===== src/rtl/define.svh =====
// Project-wide width defines shared across the datapath blocks.
`ifndef DEFINE_SVH
`define DEFINE_SVH
`define D_width 8
`endif


===== src/rtl/twiddle_gen_ctrl_pkg.sv =====
// Shared types and defaults for the twiddle-table generator.
package twiddle_gen_ctrl_pkg;

  localparam int unsigned DefAddrWidth = 10;

  typedef enum logic [2:0] {
    StIdle,
    StEmit,
    StMul,
    StCap,
    StFin
  } state_e;

endpackage


===== src/rtl/barrett_reduction.sv =====
// Modular multiplier: result = (a * b) mod modulus, registered (1-cycle latency).
module barrett_reduction #(
  parameter int unsigned DATA_WIDTH = 8,
  parameter int unsigned PRECOMPUTE = 514
) (
  input  logic                  clk,
  input  logic                  rst,
  input  logic [DATA_WIDTH-1:0] a,
  input  logic [DATA_WIDTH-1:0] b,
  input  logic [DATA_WIDTH-1:0] modulus,
  output logic [DATA_WIDTH-1:0] result
);

  localparam int unsigned PW    = 2 * DATA_WIDTH;
  localparam int unsigned EW    = 4 * DATA_WIDTH + 2;
  localparam int unsigned Shift = 2 * DATA_WIDTH + 1;

  logic [PW-1:0] prod, quot, rem0, rem1, rem2, mod_ext;
  logic [EW-1:0] est;

  // PRECOMPUTE ~ 2^(2W+1)/q, so the quotient estimate is short by at most two.
  always_comb begin
    mod_ext = PW'(modulus);
    prod    = PW'(a) * PW'(b);
    est     = EW'(prod) * EW'(PRECOMPUTE);
    quot    = PW'(est >> Shift);
    rem0    = prod - quot * mod_ext;
    rem1    = (rem0 >= mod_ext) ? rem0 - mod_ext : rem0;
    rem2    = (rem1 >= mod_ext) ? rem1 - mod_ext : rem1;
  end

  always_ff @(posedge clk or posedge rst) begin
    if (rst) begin
      result <= '0;
    end else if (modulus == '0) begin
      result <= '0;
    end else begin
      result <= DATA_WIDTH'(rem2);
    end
  end

endmodule


===== src/rtl/twiddle_gen_ctrl.sv =====
// Twiddle-table generator: writes omega^k mod q for k = 0..N-1 into a table memory.
`include "define.svh"

module twiddle_gen_ctrl
  import twiddle_gen_ctrl_pkg::*;
#(
  parameter int unsigned DATA_WIDTH = `D_width,
  parameter int unsigned ADDR_WIDTH = DefAddrWidth,
  parameter int unsigned PRECOMPUTE = 514
) (
  input  logic                  clk,
  input  logic                  rst,
  input  logic                  start,
  input  logic [DATA_WIDTH-1:0] omega,
  input  logic [DATA_WIDTH-1:0] modulus,
  input  logic [ADDR_WIDTH-1:0] count,
  output logic                  busy,
  output logic                  done,
  output logic                  tw_valid,
  output logic [ADDR_WIDTH-1:0] tw_addr,
  output logic [DATA_WIDTH-1:0] tw_data,
  input  logic                  tw_ready
);

  state_e                state_q, state_d;
  logic [DATA_WIDTH-1:0] omega_q, omega_d;
  logic [DATA_WIDTH-1:0] modulus_q, modulus_d;
  logic [ADDR_WIDTH-1:0] count_q, count_d;
  logic [DATA_WIDTH-1:0] acc_q, acc_d;
  logic [ADDR_WIDTH-1:0] idx_q, idx_d;

  logic [DATA_WIDTH-1:0] mul_a, mul_b, mul_mod, mul_result;

  barrett_reduction #(
    .DATA_WIDTH(DATA_WIDTH),
    .PRECOMPUTE(PRECOMPUTE)
  ) u_mul (
    .clk    (clk),
    .rst    (rst),
    .a      (mul_a),
    .b      (mul_b),
    .modulus(mul_mod),
    .result (mul_result)
  );

  always_comb begin
    state_d   = state_q;
    omega_d   = omega_q;
    modulus_d = modulus_q;
    count_d   = count_q;
    acc_d     = acc_q;
    idx_d     = idx_q;
    busy      = 1'b0;
    done      = 1'b0;
    tw_valid  = 1'b0;
    mul_a     = '0;
    mul_b     = '0;
    mul_mod   = '0;

    unique case (state_q)
      StIdle: begin
        if (start) begin
          if (count != '0) begin
            omega_d   = omega;
            modulus_d = modulus;
            count_d   = count;
            acc_d     = DATA_WIDTH'(1);
            idx_d     = '0;
            state_d   = StEmit;
          end else begin
            state_d = StFin;
          end
        end
      end
      StEmit: begin
        busy     = 1'b1;
        tw_valid = 1'b1;
        if (tw_ready) begin
          state_d = (idx_q == count_q - ADDR_WIDTH'(1)) ? StFin : StMul;
        end
      end
      StMul: begin
        busy    = 1'b1;
        mul_a   = acc_q;
        mul_b   = omega_q;
        mul_mod = modulus_q;
        state_d = StCap;
      end
      StCap: begin
        busy    = 1'b1;
        acc_d   = mul_result;
        idx_d   = idx_q + ADDR_WIDTH'(1);
        state_d = StEmit;
      end
      StFin: begin
        busy    = 1'b1;
        done    = 1'b1;
        state_d = StIdle;
      end
      default: state_d = StIdle;
    endcase
  end

  // acc/idx only change in StIdle and StCap, so they stay stable through a stalled write.
  assign tw_addr = idx_q;
  assign tw_data = acc_q;

  always_ff @(posedge clk or posedge rst) begin
    if (rst) begin
      state_q   <= StIdle;
      omega_q   <= '0;
      modulus_q <= '0;
      count_q   <= '0;
      acc_q     <= '0;
      idx_q     <= '0;
    end else begin
      state_q   <= state_d;
      omega_q   <= omega_d;
      modulus_q <= modulus_d;
      count_q   <= count_d;
      acc_q     <= acc_d;
      idx_q     <= idx_d;
    end
  end

endmodule

===== config.mk =====
export PLATFORM = sky130hd
export DESIGN_NAME = twiddle_gen_ctrl
export DESIGN_NICKNAME = d
export VERILOG_FILES = /design/src/rtl/twiddle_gen_ctrl_pkg.sv /design/src/rtl/barrett_reduction.sv /design/src/rtl/twiddle_gen_ctrl.sv
export VERILOG_INCLUDE_DIRS = /design/src /design/src/rtl
export SDC_FILE = /design/constraint.sdc
export NUM_CORES = 1
export LEC_CHECK = 0
export BUFFER_PORTS_ARGS = -buffer_cell sky130_fd_sc_hd__buf_2
export CORE_AREA = 2 2 163 165
export DETAILED_ROUTE_END_ITERATION = 8
export DIE_AREA = 0 0 165 167
export GPL_TIMING_DRIVEN = 1
export SYNTH_ARGS = -nofsm -noshare
export SYNTH_HDL_FRONTEND = slang
export SYNTH_HIERARCHICAL = 1
export SYNTH_SLANG_ARGS = --single-unit

===== constraint.sdc =====
create_clock -name clk -period 31.2 [get_ports clk]
set_clock_uncertainty 0.2 [all_clocks]
set_input_delay 3.12 -clock clk [delete_from_list [all_inputs] [get_ports clk]]
set_output_delay 3.12 -clock clk [all_outputs]
set_load 0.1 [all_outputs]

==> results of run 1 <==
==> metal layers <==
metal,global-route usage,part of all wire,vias up
met1,0.253,0.49,3550
met4,0.0163,0.0050,0
li1,-,-,3596
met3,0.0132,0.032,9
met2,0.287,0.48,108
met5,0,0,-
==> cell usage in the layout (no fill, tap or decap), types with 5 or more instances in the layout <==
master / Yosys / routed
sky130_fd_sc_hd__a211oi_1: 6 / 6
sky130_fd_sc_hd__a21boi_0: 6 / 6
sky130_fd_sc_hd__a21o_1: 13 / 13
sky130_fd_sc_hd__a21oi_1: 33 / 33
sky130_fd_sc_hd__a22o_1: 9 / 9
sky130_fd_sc_hd__a311oi_1: 5 / 5
sky130_fd_sc_hd__a31o_1: 6 / 6
sky130_fd_sc_hd__and2_1: 108 / 108
sky130_fd_sc_hd__and3_1: 11 / 11
sky130_fd_sc_hd__buf_2: 4 / 50
sky130_fd_sc_hd__clkbuf_16: 0 / 5
sky130_fd_sc_hd__dfrtp_1: 55 / 55
sky130_fd_sc_hd__fa_1: 91 / 91
sky130_fd_sc_hd__ha_1: 107 / 107
sky130_fd_sc_hd__inv_1: 152 / 151
sky130_fd_sc_hd__mux2_2: 25 / 25
sky130_fd_sc_hd__nand2_1: 75 / 75
sky130_fd_sc_hd__nand2b_1: 7 / 7
sky130_fd_sc_hd__nand3_1: 15 / 15
sky130_fd_sc_hd__nand4_1: 15 / 15
sky130_fd_sc_hd__nor2_1: 50 / 50
sky130_fd_sc_hd__nor2b_1: 8 / 8
sky130_fd_sc_hd__nor3_1: 19 / 19
sky130_fd_sc_hd__nor4_1: 7 / 7
sky130_fd_sc_hd__o21ai_0: 25 / 25
sky130_fd_sc_hd__o21ai_1: 7 / 7
sky130_fd_sc_hd__xnor2_1: 49 / 49
sky130_fd_sc_hd__xor2_1: 20 / 20
==> state kept, by name, summed over array words and instances, names as in the netlist <==
| name | cells |
|---|---|
| omega_q | 8 |
| u_mul/result | 8 |
| count_q | 10 |
| modulus_q | 8 |
| tw_data | 8 |
| state_q | 3 |
| tw_addr | 10 |
==> worst max-delay path by stage <==
stage,from,endpoint,slack [ns],cells after the start
final,state_q[2]$_DFFE_PP0P_,u_mul/result[3]$_DFF_PP0_,13.95,53
after global routing,state_q[2]$_DFFE_PP0P_,u_mul/result[2]$_DFF_PP0_,12.60,53
after CTS,state_q[2]$_DFFE_PP0P_,u_mul/result[3]$_DFF_PP0_,14.07,53
after detailed placement,state_q[2]$_DFFE_PP0P_,u_mul/result[3]$_DFF_PP0_,14.12,53
after global placement,state_q[2]$_DFFE_PP0P_,u_mul/result[5]$_DFF_PP0_,14.33,53
after floorplan,state_q[2]$_DFFE_PP0P_,u_mul/result[3]$_DFF_PP0_,16.81,59
==> area by class of cell <==
| cell class | count | area, µm² |
|---|---|---|
| clock buffer | 5 | 125 |
| fill | 2592 | 15600 |
| inverter | 152 | 571 |
| clock inverter | 3 | 67.6 |
| multi-input combinational | 813 | 7370 |
| sequential | 55 | 1380 |
| timing repair buffer | 51 | 258 |
| tap | 335 | 419 |
==> power groups by stage <==
stage / clock network (µW) / registers [µW] / logic (µW)
global route: 76.0 / 135 / 633
global placement: 0 / 132 / 574
detailed placement: 0 / 132 / 572
CTS: 73.2 / 131 / 577
floorplan: 0 / 161 / 432
finish: 71.7 / 131 / 579
==> stage by stage <==
stage | hold WS [ns] | cell area (µm²) | utilization | total power [µW] | cells
floorplan | 0.243 | 9430 | - | 593 | 1044
global placement | 0.249 | 9990 | 0.388 | 706 | 1406
detailed placement | 0.247 | 9990 | 0.388 | 704 | 1406
CTS | 0.268 | 10200 | 0.395 | 781 | 1414
global route | 0.281 | 10200 | 0.395 | 844 | 1414
finish | 0.266 | 10200 | 0.395 | 782 | 1414
==> cells by family after synthesis <==
group / share of synthesized area
muxes: 0.0394
and+or+nand+nor: 0.199
xor gates and xnor gates: 0.0658
buffers and inverters: 0.0743
adders and majority gates: 0.335
DFF: 0.146
AOI/OAI and AO/OA: 0.141
==> worst max-delay path: cells and delay by family (launching register included) <==
family | cells | cell delay, ns
AOI/OAI and AO/OA | 19 | 5.08
xor gates and xnor gates | 2 | 1.10
adders and majority gates | 14 | 6.07
buffers and inverters | 6 | 0.30
DFF | 1 | 0.52
muxes | 1 | 0.34
and+or+nand+nor | 11 | 3.53
==> insert_results.sql, run 1 <==
INSERT INTO impl_metrics (metric_group, metric, value, unit) VALUES
('floorplan', 'die-area', '27600', 'µm²'),
('timing', 'tns', '0', 'ns'),
('timing', 'setup_viol', '0', ''),
('worst_setup_path', 'timing.critical_path.required', '31.18', 'ns'),
('yosys', 'synth_top_cells_by_area', 'sky130_fd_sc_hd__fa_1, sky130_fd_sc_hd__dfrtp_1, sky130_fd_sc_hd__ha_1', ''),
('route', 'drcViolationCount', '0', ''),
('clock_network', 'cts_resized', '0', ''),
('yosys', 'postSynth.asyncResetShare', '1.00', ''),
('yosys', 'synth_top_area_cell', 'sky130_fd_sc_hd__fa_1', ''),
('worst_hold_path', 'min_delay_worst_type', 'flop to flop', ''),
('clock_network', 'root_buffer_cell', 'sky130_fd_sc_hd__clkbuf_16', ''),
('finish', 'layout.nets', '1306', ''),
('worst_hold_path', 'hp-start', 'u_mul/result[7]$_DFF_PP0_', ''),
('clock_network', 'cts_made_buffers', '5', ''),
('timing', 'worst-slew-pin-transition', '1.21', 'ns'),
('pwr', 'clock_power_share', '0.092', ''),
('yosys', 'synth_most_common_cell', 'sky130_fd_sc_hd__inv_1', ''),
('clock_network', 'cts.repair_timing.setup_buffer_count', '0', ''),
('timing', 'maxSlewHeadroom', '0.189', ''),
('timing', 'timing.final.ws_setup', '13.95', 'ns'),
('timing', 'hold_violations', '0', ''),
('yosys', 'synthesis.yosys.warnings', '6', ''),
('worst_setup_path', 'cp_max_fo', '25', ''),
('clock_network', 'post_cts_hold_buffer_count', '0', ''),
('finish', 'num_antenna_cells', '0', ''),
('worst_setup_path', 'r2r_end', 'u_mul/result[3]$_DFF_PP0_', ''),
('clock_network', 'cts.sink_count', '55', ''),
('floorplan', 'core_area', '25800', 'µm²'),
('worst_hold_path', 'holdPathEnd', 'tw_data[7]$_DFFE_PP0P_', ''),
('route', 'route.antenna.remaining_nets', '0', ''),
('yosys', 'synthDistinctLibCells', '92', ''),
('floorplan', 'num_rows', '59', ''),
('timing', 'fmax', '0.0580', 'GHz'),
('yosys', 'postSynthCellCount', '1044', ''),
('worst_setup_path', 'critPathLaunchType', 'flop', ''),
('pwr', 'switching_share', '0.516', ''),
('clock_network', 'clk_transition_reported_paths', '0.07', 'ns'),
('worst_setup_path', 'worst_path_largest_cell_delay', '1.01', 'ns'),
('worst_setup_path', 'worst-r2r-setup-slack', '13.95', 'ns'),
('pwr', 'powerDensity', '76.8', 'nW/µm²'),
('yosys', 'syn-num-nets', '1272', ''),
('worst_setup_path', 'timing.critical_path.mode_cell', 'sky130_fd_sc_hd__fa_1', ''),
('finish', 'layout-drive-gt1-share', '0.112', ''),
('worst_setup_path', 'r2r-start', 'state_q[2]$_DFFE_PP0P_', ''),
('yosys', 'yosysSeqAreaShare', '0.146', ''),
('yosys', 'postSynthRegisterBits', '55', ''),
('yosys', 'synth-edff-count', '0', ''),
('run', 'max_cap_viol_count', '0', ''),
('clock_network', 'htree_levels', '2', ''),
('floorplan', 'design.portCount', '51', ''),
('yosys', 'cell_area_after_technology_mapping', '9430', 'µm²'),
('grt', 'global_route_wire_length_before_repair', '38400', 'µm'),
('clock_network', 'clockBufferDepth', '2', ''),
('pwr', 'pwr-share-seq', '0.167', ''),
('floorplan', 'initial_util', '0.366', ''),
('clock_network', 'clock_latency', '0.29', 'ns'),
('timing', 'finalCriticalPeriod', '17.25', 'ns'),
('timing', 'layout_worst_path_cycle_share', '0.553', ''),
('yosys', 'post-synth-top-area-fraction', '0.193', ''),
('pwr', 'static-leakage-power', '0.00488', 'µW'),
('worst_setup_path', 'critical_path_arrival', '17.23', 'ns'),
('pwr', 'power.combinational.fraction', '0.741', ''),
('finish', 'flow.area_growth_from_synthesis', '7.99', '%'),
('place', 'buffer_ports.inserted', '50', ''),
('yosys', 'syn_area_per_cell', '9.03', 'µm²'),
('yosys', 'ys_dominant_reg_cell', 'sky130_fd_sc_hd__dfrtp_1', ''),
('place', 'post-dp-hpwl', '19300', 'µm'),
('worst_setup_path', 'ff_to_ff_path_depth', '53', ''),
('floorplan', 'floorplan.die.height', '167', 'µm'),
('outcome', 'outcome', 'completed', ''),
('place', 'gp_congestion', '0.905', '');
Note: power is estimated with default switching activity, not from simulation.
==> inputs of run 2 (changes only) <==
--- a/config.mk
+++ b/config.mk
@@ -6,10 +6,11 @@
 export SDC_FILE = /design/constraint.sdc
 export NUM_CORES = 1
 export LEC_CHECK = 0
+export ABC_AREA = 1
 export BUFFER_PORTS_ARGS = -buffer_cell sky130_fd_sc_hd__buf_2
-export CORE_AREA = 2 2 163 165
+export CORE_AREA = 2 2 166 168
 export DETAILED_ROUTE_END_ITERATION = 8
-export DIE_AREA = 0 0 165 167
+export DIE_AREA = 0 0 168 170
 export GPL_TIMING_DRIVEN = 1
 export SYNTH_ARGS = -nofsm -noshare
 export SYNTH_HDL_FRONTEND = slang
==> constraint.sdc (replaced) <==
create_clock -name clk -period 16.4 [get_ports clk]
set_clock_uncertainty 0.2 [all_clocks]
set_input_delay 1.64 -clock clk [delete_from_list [all_inputs] [get_ports clk]]
set_output_delay 1.64 -clock clk [all_outputs]
set_load 0.1 [all_outputs]
==> run 2 against run 1 <==
Register-to-register slack got worse by 13 ns. Combinational power grew to 2.7 times the previous value. Synthesized cell count rose by 32%. Non-clock buffer count grew 1. Die area rose by 3.6%. Largest power group unchanged.
==> insert_results.sql, run 2 <==
INSERT INTO impl_metrics (metric_group, metric, value, unit) VALUES
('worst_setup_path', 'cp_max_fo', '25', ''),
('yosys', 'synth-edff-count', '0', ''),
('yosys', 'syn_area_per_cell', '7.09', 'µm²'),
('floorplan', 'design.portCount', '51', ''),
('place', 'buffer_ports.inserted', '50', ''),
('clock_network', 'cts_resized', '0', ''),
('clock_network', 'cts_tree', 'built', ''),
('route', 'met3WireLength', '1060', 'µm'),
('yosys', 'post-synth-top-area-fraction', '0.186', ''),
('finish', 'layout.nets', '1637', ''),
('floorplan', 'initial_util', '0.368', ''),
('clock_network', 'cts_made_buffers', '5', ''),
('clock_network', 'clockBufferDepth', '2', ''),
('worst_setup_path', 'timing.critical_path.required', '16.40', 'ns'),
('timing', 'fmax', '0.0665', 'GHz'),
('worst_setup_path', 'r2r_end', 'u_mul/result[1]$_DFF_PP0_', ''),
('clock_network', 'clk_transition_reported_paths', '0.08', 'ns'),
('worst_setup_path', 'ff_to_ff_path_depth', '73', ''),
('yosys', 'synth_most_common_cell', 'sky130_fd_sc_hd__nand2_1', ''),
('pwr', 'static-leakage-power', '0.00604', 'µW'),
('pwr', 'worst_ir_drop_vdd', '0.000190', 'V'),
('floorplan', 'die-area', '28600', 'µm²'),
('grt', 'global_route_wire_length_before_repair', '40900', 'µm'),
('worst_hold_path', 'holdPathEnd', 'tw_data[7]$_DFFE_PP0P_', ''),
('route', 'drcViolationCount', '0', ''),
('worst_setup_path', 'timing.critical_path.mode_cell', 'sky130_fd_sc_hd__nand2_1', ''),
('yosys', 'synth_top_cells_by_area', 'sky130_fd_sc_hd__fa_1, sky130_fd_sc_hd__dfrtp_1, sky130_fd_sc_hd__ha_1', ''),
('route', 'detailed_route_wire_length_per_cell', '13.7', 'µm'),
('grt', 'grt_pass1_vias', '8131', ''),
('timing', 'maxSlewHeadroom', '0.416', ''),
('floorplan', 'core_area', '26700', 'µm²'),
('finish', 'layout_common_cells', 'sky130_fd_sc_hd__nand2_1, sky130_fd_sc_hd__inv_1, sky130_fd_sc_hd__nor2_1, sky130_fd_sc_hd__ha_1, sky130_fd_sc_hd__fa_1', ''),
('grt', 'globalRouteTotalUtil', '0.175', ''),
('clock_network', 'post_cts_hold_buffer_count', '0', ''),
('yosys', 'cell_area_after_technology_mapping', '9800', 'µm²'),
('route', 'drt_first_pass_iters', '7', ''),
('timing', 'finalCriticalPeriod', '15.04', 'ns'),
('yosys', 'postSynth.asyncResetShare', '1.00', ''),
('yosys', 'syn-num-nets', '1611', ''),
('outcome', 'outcome', 'completed', ''),
('place', 'placedInstanceArea', '10300', 'µm²'),
('worst_hold_path', 'min_delay_worst_type', 'flop to flop', ''),
('route', 'met2RoutedLength', '11000', 'µm'),
('yosys', 'synthesis.yosys.warnings', '6', ''),
('yosys', 'synth_top_area_cell', 'sky130_fd_sc_hd__fa_1', ''),
('run', 'max_cap_viol_count', '0', ''),
('pwr', 'powerDensity', '184', 'nW/µm²'),
('finish', 'final_area', '10500', 'µm²'),
('yosys', 'yosysSeqAreaShare', '0.140', ''),
('worst_setup_path', 'worst_path_largest_cell_delay', '0.69', 'ns'),
('clock_network', 'clock_latency', '0.30', 'ns'),
('timing', 'timing.final.max_slew_violations', '0', ''),
('timing', 'worst-slew-pin-transition', '0.872', 'ns'),
('grt', 'grt_remaining_overflow', '0', ''),
('worst_setup_path', 'worst-setup-path-type', 'flop to flop', ''),
('finish', 'num_antenna_cells', '0', ''),
('finish', 'flow.area_growth_from_synthesis', '6.93', '%'),
('finish', 'layout-drive-gt1-share', '0.100', ''),
('route', 'route.antenna.remaining_nets', '0', ''),
('worst_setup_path', 'critPathLaunchType', 'flop', ''),
('worst_setup_path', 'timing.critical_path.to_type', 'flop', ''),
('timing', 'layout_worst_path_cycle_share', '0.917', ''),
('worst_setup_path', 'r2r-start', 'state_q[2]$_DFFE_PP0P_', ''),
('clock_network', 'htree_levels', '2', ''),
('finish', 'final-instance-count-excl-fill', '1751', ''),
('clock_network', 'root_buffer_cell', 'sky130_fd_sc_hd__clkbuf_16', ''),
('timing', 'setup_viol', '0', ''),
('floorplan', 'die_width', '168', 'µm'),
('worst_hold_path', 'hold_depth', '2', ''),
('finish', 'fillCellCount', '2769', ''),
('worst_setup_path', 'worst-r2r-setup-slack', '1.36', 'ns'),
('grt', 'antenna_found_initial', '0', ''),
('worst_hold_path', 'hp-start', 'u_mul/result[7]$_DFF_PP0_', ''),
('grt', 'grt_start_max_net_pins', '52', ''),
('route', 'detail_route.wirelength', '24000', 'µm'),
('worst_setup_path', 'critical_path.n_buffers_inverters', '10', ''),
('worst_setup_path', 'critical_path_arrival', '15.03', 'ns'),
('route', 'wirelength_met1', '11600', 'µm'),
('timing', 'grt_setup_unrepaired', 'no', ''),
('floorplan', 'floorplan.die.height', '170', 'µm'),
('place', 'post-dp-hpwl', '20600', 'µm'),
('clock_network', 'cts.sink_count', '55', ''),
('place', 'placedCellCount', '1743', ''),
('floorplan', 'num_rows', '60', ''),
('yosys', 'postSynthCellCount', '1383', ''),
('yosys', 'post_synth_most_frequent_cells', 'sky130_fd_sc_hd__nand2_1, sky130_fd_sc_hd__inv_1, sky130_fd_sc_hd__nor2_1', ''),
('route', 'viasPerCell', '4.72', ''),
('worst_setup_path', 'crit_family', 'adder cells', ''),
('yosys', 'synthDistinctLibCells', '48', ''),
('yosys', 'postSynthRegisterBits', '55', ''),
('yosys', 'ys_dominant_reg_cell', 'sky130_fd_sc_hd__dfrtp_1', ''),
('route', 'number_of_violations_reported_at_the_end_of_detailed_routing_iteration_0', '588', ''),
('route', 'topRoutingLayerUsed', 'met4', ''),
('route', 'route.vias.total', '8257', ''),
('finish', 'layout.cells.most_common', 'sky130_fd_sc_hd__nand2_1', ''),
('timing', 'hold_violations', '0', ''),
('clock_network', 'cts.repair_timing.setup_buffer_count', '0', ''),
('timing', 'tns', '0', 'ns'),
('worst_setup_path', 'critical-path-slowest-cell', 'sky130_fd_sc_hd__nor2_1', ''),
('place', 'gp_congestion', '0.910', '');
-- run 2: cell types whose count changed in the layout (fill, tap and decap cells not counted), sizes merged, moves of 25 or more --
cell   delta
nor2     +99
nand3    +41
inv     +173
mux2     -29
nand2   +281
and2    -109
xnor2    -30
o21ai    +25
-- run 2: worst min-delay path: cells and delay by family, from the launching register on --
kind	cells	cell delay, ns
AOI/OAI and AO/OA	1	0.05
DFF	1	0.32
and+or+nand+nor	1	0.06
-- run 2: logic make-up (layout without fill, tap and decap cells) --
family                     count (synthesis)  after routing  share of synthesized area
xor gates and xnor gates                  51             51                     0.0463
adders and majority gates                198            198                      0.322
AOI/OAI and AO/OA                        119            119                     0.0806
DFF                                       55             55                      0.140
and+or+nand+nor                          602            602                      0.267
buffers and inverters                    358            385                      0.143
-- run 2: through the flow --
stage               setup WS (ns)  hold slack, ns   util  power (µW)
detailed placement           1.39           0.247  0.387        1810
floorplan                    3.33           0.230      -        1530
global placement             1.65           0.232  0.387        1800
finish                       1.36           0.253  0.393        1930
CTS                          1.37           0.260  0.393        1940
global route               0.0836           0.293  0.393        2150
-- run 2: routing by layer --
metal / vias to the layer above / track usage
li1: 4227 / -
met3: 17 / 0.0158
met1: 3836 / 0.243
met5: - / 0
met4: 0 / 0.0371
met2: 177 / 0.297
-- run 2: area by class of cell --
cell class                      count  area [µm²]  area share
Clock buffer                        6         129      0.0123
Clock inverter                      2        38.8     0.00370
Inverter                          325        1220       0.117
Multi-Input combinational cell    970        7020       0.670
Sequential cell                    55        1380       0.131
Tap cell                          341         427      0.0407
Timing Repair Buffer               52         265      0.0253
-- run 2: how the worst max path moves through the flow --
stage / endpoint / slack (ns) / cells past startpoint / from
3_3_place_gp: u_mul/result[0]$_DFF_PP0_ / 1.65 / 72 / state_q[2]$_DFFE_PP0P_
4_1_cts: u_mul/result[6]$_DFF_PP0_ / 1.37 / 73 / state_q[2]$_DFFE_PP0P_
6_report: u_mul/result[1]$_DFF_PP0_ / 1.36 / 73 / state_q[2]$_DFFE_PP0P_
2_1_floorplan: u_mul/result[2]$_DFF_PP0_ / 3.33 / 74 / tw_data[0]$_DFFE_PP0P_
3_5_place_dp: u_mul/result[6]$_DFF_PP0_ / 1.39 / 73 / state_q[2]$_DFFE_PP0P_
5_1_grt: u_mul/result[6]$_DFF_PP0_ / 0.08 / 73 / state_q[2]$_DFFE_PP0P_
-- run 2: power breakdown --
part / internal, µW / switching (µW) / leakage (µW)
Sequential: 193 / 35.1 / 0.000708
Clock: 72.8 / 50.8 / 0.0000815
Combinational: 543 / 1040 / 0.00525
==> inputs of run 3 (changes only) <==
--- a/config.mk
+++ b/config.mk
@@ -8,10 +8,10 @@
 export LEC_CHECK = 0
 export ABC_AREA = 1
 export BUFFER_PORTS_ARGS = -buffer_cell sky130_fd_sc_hd__buf_2
-export CORE_AREA = 2 2 166 168
+export CORE_AREA = 4 4 168 170
 export DETAILED_ROUTE_END_ITERATION = 8
-export DIE_AREA = 0 0 168 170
-export GPL_TIMING_DRIVEN = 1
+export DIE_AREA = 0 0 172 174
+export GPL_TIMING_DRIVEN = 0
 export SYNTH_ARGS = -nofsm -noshare
 export SYNTH_HDL_FRONTEND = slang
 export SYNTH_HIERARCHICAL = 1
==> run 3 against run 2 <==
Total power is 1.3% higher. Cell count is 1.8% higher. Setup slack worse by 0.026 ns. Cell area is 1.7% higher. Register-to-register slack worse by 0.03 ns. Maximum frequency is 0.17% lower. First-iteration DRC count is 29% lower.
==> insert_results.sql, run 3 (synthesized netlist as in run 2, its figures left out) <==
INSERT INTO impl_metrics (metric_group, metric, value, unit) VALUES
('floorplan', 'floorplan.die.height', '174', 'µm'),
('grt', 'global_route.usage.met2', '0.270', ''),
('worst_hold_path', 'hold_depth', '2', ''),
('clock_network', 'clock_latency', '0.30', 'ns'),
('worst_hold_path', 'min_delay_worst_type', 'flop to flop', ''),
('finish', 'layout.cells.most_common', 'sky130_fd_sc_hd__nand2_1', ''),
('finish', 'flow.area_growth_from_synthesis', '8.72', '%'),
('clock_network', 'clockBufferDepth', '2', ''),
('worst_setup_path', 'critPathLaunchType', 'flop', ''),
('floorplan', 'die-area', '29900', 'µm²'),
('clock_network', 'cts.repair_timing.setup_buffer_count', '0', ''),
('clock_network', 'htree_levels', '2', ''),
('clock_network', 'cts_made_buffers', '5', ''),
('finish', 'num_antenna_cells', '0', ''),
('worst_setup_path', 'timing.critical_path.to_type', 'flop', ''),
('timing', 'fmax', '0.0664', 'GHz'),
('place', 'post-dp-hpwl', '20400', 'µm'),
('grt', 'antenna_found_initial', '0', ''),
('worst_setup_path', 'worst_path_largest_cell_delay', '0.55', 'ns'),
('timing', 'hold_violations', '0', ''),
('worst_hold_path', 'hp-start', 'u_mul/result[2]$_DFF_PP0_', ''),
('grt', 'met3_track_utilization_from_global_routing', '0.0118', ''),
('route', 'detail_route.wirelength', '23400', 'µm'),
('grt', 'grt_most_used_layer', 'met2', ''),
('route', 'route.antenna.remaining_nets', '0', ''),
('pwr', 'static-leakage-power', '0.00615', 'µW'),
('timing', 'timing.final.max_slew_violations', '0', ''),
('worst_setup_path', 'r2r-start', 'state_q[2]$_DFFE_PP0P_', ''),
('worst_setup_path', 'timing.critical_path.mode_cell', 'sky130_fd_sc_hd__nand2_1', ''),
('finish', 'final-instance-count-excl-fill', '1783', ''),
('worst_setup_path', 'critical_path_arrival', '15.07', 'ns'),
('place', 'placedCellCount', '1775', ''),
('timing', 'tns', '0', 'ns'),
('pwr', 'powerDensity', '184', 'nW/µm²'),
('grt', 'grt_remaining_overflow', '0', ''),
('route', 'route.vias.total', '8333', ''),
('worst_hold_path', 'holdPathEnd', 'tw_data[2]$_DFFE_PP0P_', ''),
('grt', 'globalRouteTotalUtil', '0.160', ''),
('place', 'gp_congestion', '0.891', ''),
('run', 'max_cap_viol_count', '0', ''),
('floorplan', 'initial_util', '0.367', ''),
('worst_setup_path', 'cp_max_fo', '10', ''),
('finish', 'layout_common_cells', 'sky130_fd_sc_hd__nand2_1, sky130_fd_sc_hd__inv_1, sky130_fd_sc_hd__nor2_1, sky130_fd_sc_hd__ha_1, sky130_fd_sc_hd__fa_1', ''),
('pwr', 'worst_ir_drop_vdd', '0.000183', 'V'),
('timing', 'setup_viol', '0', ''),
('clock_network', 'post_cts_hold_buffer_count', '0', ''),
('floorplan', 'die_width', '172', 'µm'),
('route', 'number_of_violations_reported_at_the_end_of_detailed_routing_iteration_0', '417', ''),
('finish', 'layout.nets', '1669', ''),
('timing', 'layout_worst_path_cycle_share', '0.919', ''),
('finish', 'layout-drive-gt1-share', '0.109', ''),
('grt', 'global_route_wire_length_before_repair', '39800', 'µm'),
('route', 'drt_first_pass_iters', '5', ''),
('timing', 'grt_setup_unrepaired', 'no', ''),
('floorplan', 'design.portCount', '51', ''),
('grt', 'grt_start_max_net_pins', '35', ''),
('clock_network', 'cts.sink_count', '55', ''),
('route', 'viasPerCell', '4.67', ''),
('floorplan', 'num_rows', '60', ''),
('worst_setup_path', 'worst-r2r-setup-slack', '1.34', 'ns'),
('grt', 'gr_met1_demand_resource', '0.226', ''),
('grt', 'grt_pass1_vias', '8096', ''),
('timing', 'finalCriticalPeriod', '15.06', 'ns'),
('place', 'buffer_ports.inserted', '50', ''),
('floorplan', 'core_area', '26700', 'µm²'),
('worst_setup_path', 'worst-setup-path-type', 'flop to flop', ''),
('timing', 'worst-slew-pin-transition', '0.635', 'ns'),
('worst_setup_path', 'ff_to_ff_path_depth', '74', ''),
('worst_setup_path', 'r2r_end', 'u_mul/result[2]$_DFF_PP0_', ''),
('clock_network', 'root_buffer_cell', 'sky130_fd_sc_hd__clkbuf_16', ''),
('timing', 'maxSlewHeadroom', '0.575', ''),
('route', 'drcViolationCount', '0', ''),
('clock_network', 'cts_tree', 'built', ''),
('worst_setup_path', 'timing.critical_path.required', '16.40', 'ns'),
('worst_setup_path', 'critical-path-slowest-cell', 'sky130_fd_sc_hd__fa_1', ''),
('outcome', 'outcome', 'completed', ''),
('route', 'detailed_route_wire_length_per_cell', '13.1', 'µm'),
('clock_network', 'clk_transition_reported_paths', '0.08', 'ns');
[run 3: how the worst max path moves through the flow]
stage	startpoint	to	slack [ns]	depth (start not counted)
after floorplan	tw_data[0]$_DFFE_PP0P_	u_mul/result[2]$_DFF_PP0_	3.33	74
final	state_q[2]$_DFFE_PP0P_	u_mul/result[2]$_DFF_PP0_	1.34	74
after CTS	state_q[2]$_DFFE_PP0P_	u_mul/result[2]$_DFF_PP0_	1.27	75
after global routing	state_q[2]$_DFFE_PP0P_	u_mul/result[3]$_DFF_PP0_	0.004	74
after detailed placement	state_q[2]$_DFFE_PP0P_	u_mul/result[2]$_DFF_PP0_	1.37	75
after global placement	state_q[2]$_DFFE_PP0P_	u_mul/result[2]$_DFF_PP0_	1.45	74
[run 3: critical path, delay by kind of cell (launching register included)]
family / cells / cell delay (ns)
adders and majority gates: 15 / 6.27
xor gates and xnor gates: 1 / 0.24
buffers and inverters: 14 / 1.72
AOI/OAI and AO/OA: 12 / 2.42
DFF: 1 / 0.46
and+or+nand+nor: 32 / 3.62
[run 3: area by class of cell]
cell class / count / area, µm²
clock buffer: 5 / 125
fill: 2825 / 16100
timing repair buffer: 51 / 270
inverter: 325 / 1220
sequential: 55 / 1380
buffer: 33 / 184
tap: 341 / 427
multi-input combinational: 970 / 7020
clock inverter: 3 / 28.8
[run 3: metal layers]
layer / wire length, µm / vias to the layer above
met1: 11200 / 3866
met5: 0 / -
met4: 466 / 0
met2: 11000 / 146
met3: 824 / 26
li1: - / 4295
[run 3: stage by stage]
step	hold WS (ns)	utilization	power [µW]	cell area, µm²	setup WS (ns)
finish	0.265	0.399	1960	10700	1.34
CTS	0.268	0.399	1960	10700	1.27
global placement	0.239	0.392	1830	10500	1.45
detailed placement	0.250	0.393	1840	10500	1.37
global route	0.286	0.399	2190	10700	0.00370
floorplan	0.230	-	1530	9800	3.33
[run 3: power by group]
| group | total [µW] | leakage, µW | internal [µW] | switching, µW |
|---|---|---|---|---|
| Combinational | 1620 | 0.00536 | 563 | 1050 |
| Clock | 112 | 0.0000759 | 58.3 | 53.8 |
| Sequential | 229 | 0.000708 | 193 | 35.6 |
[run 3: what timing repair did]
item                       4_1_cts  5_1_grt
setup endpoints to repair        0        8
hold endpoints to repair         0        0
resized for setup                0        7
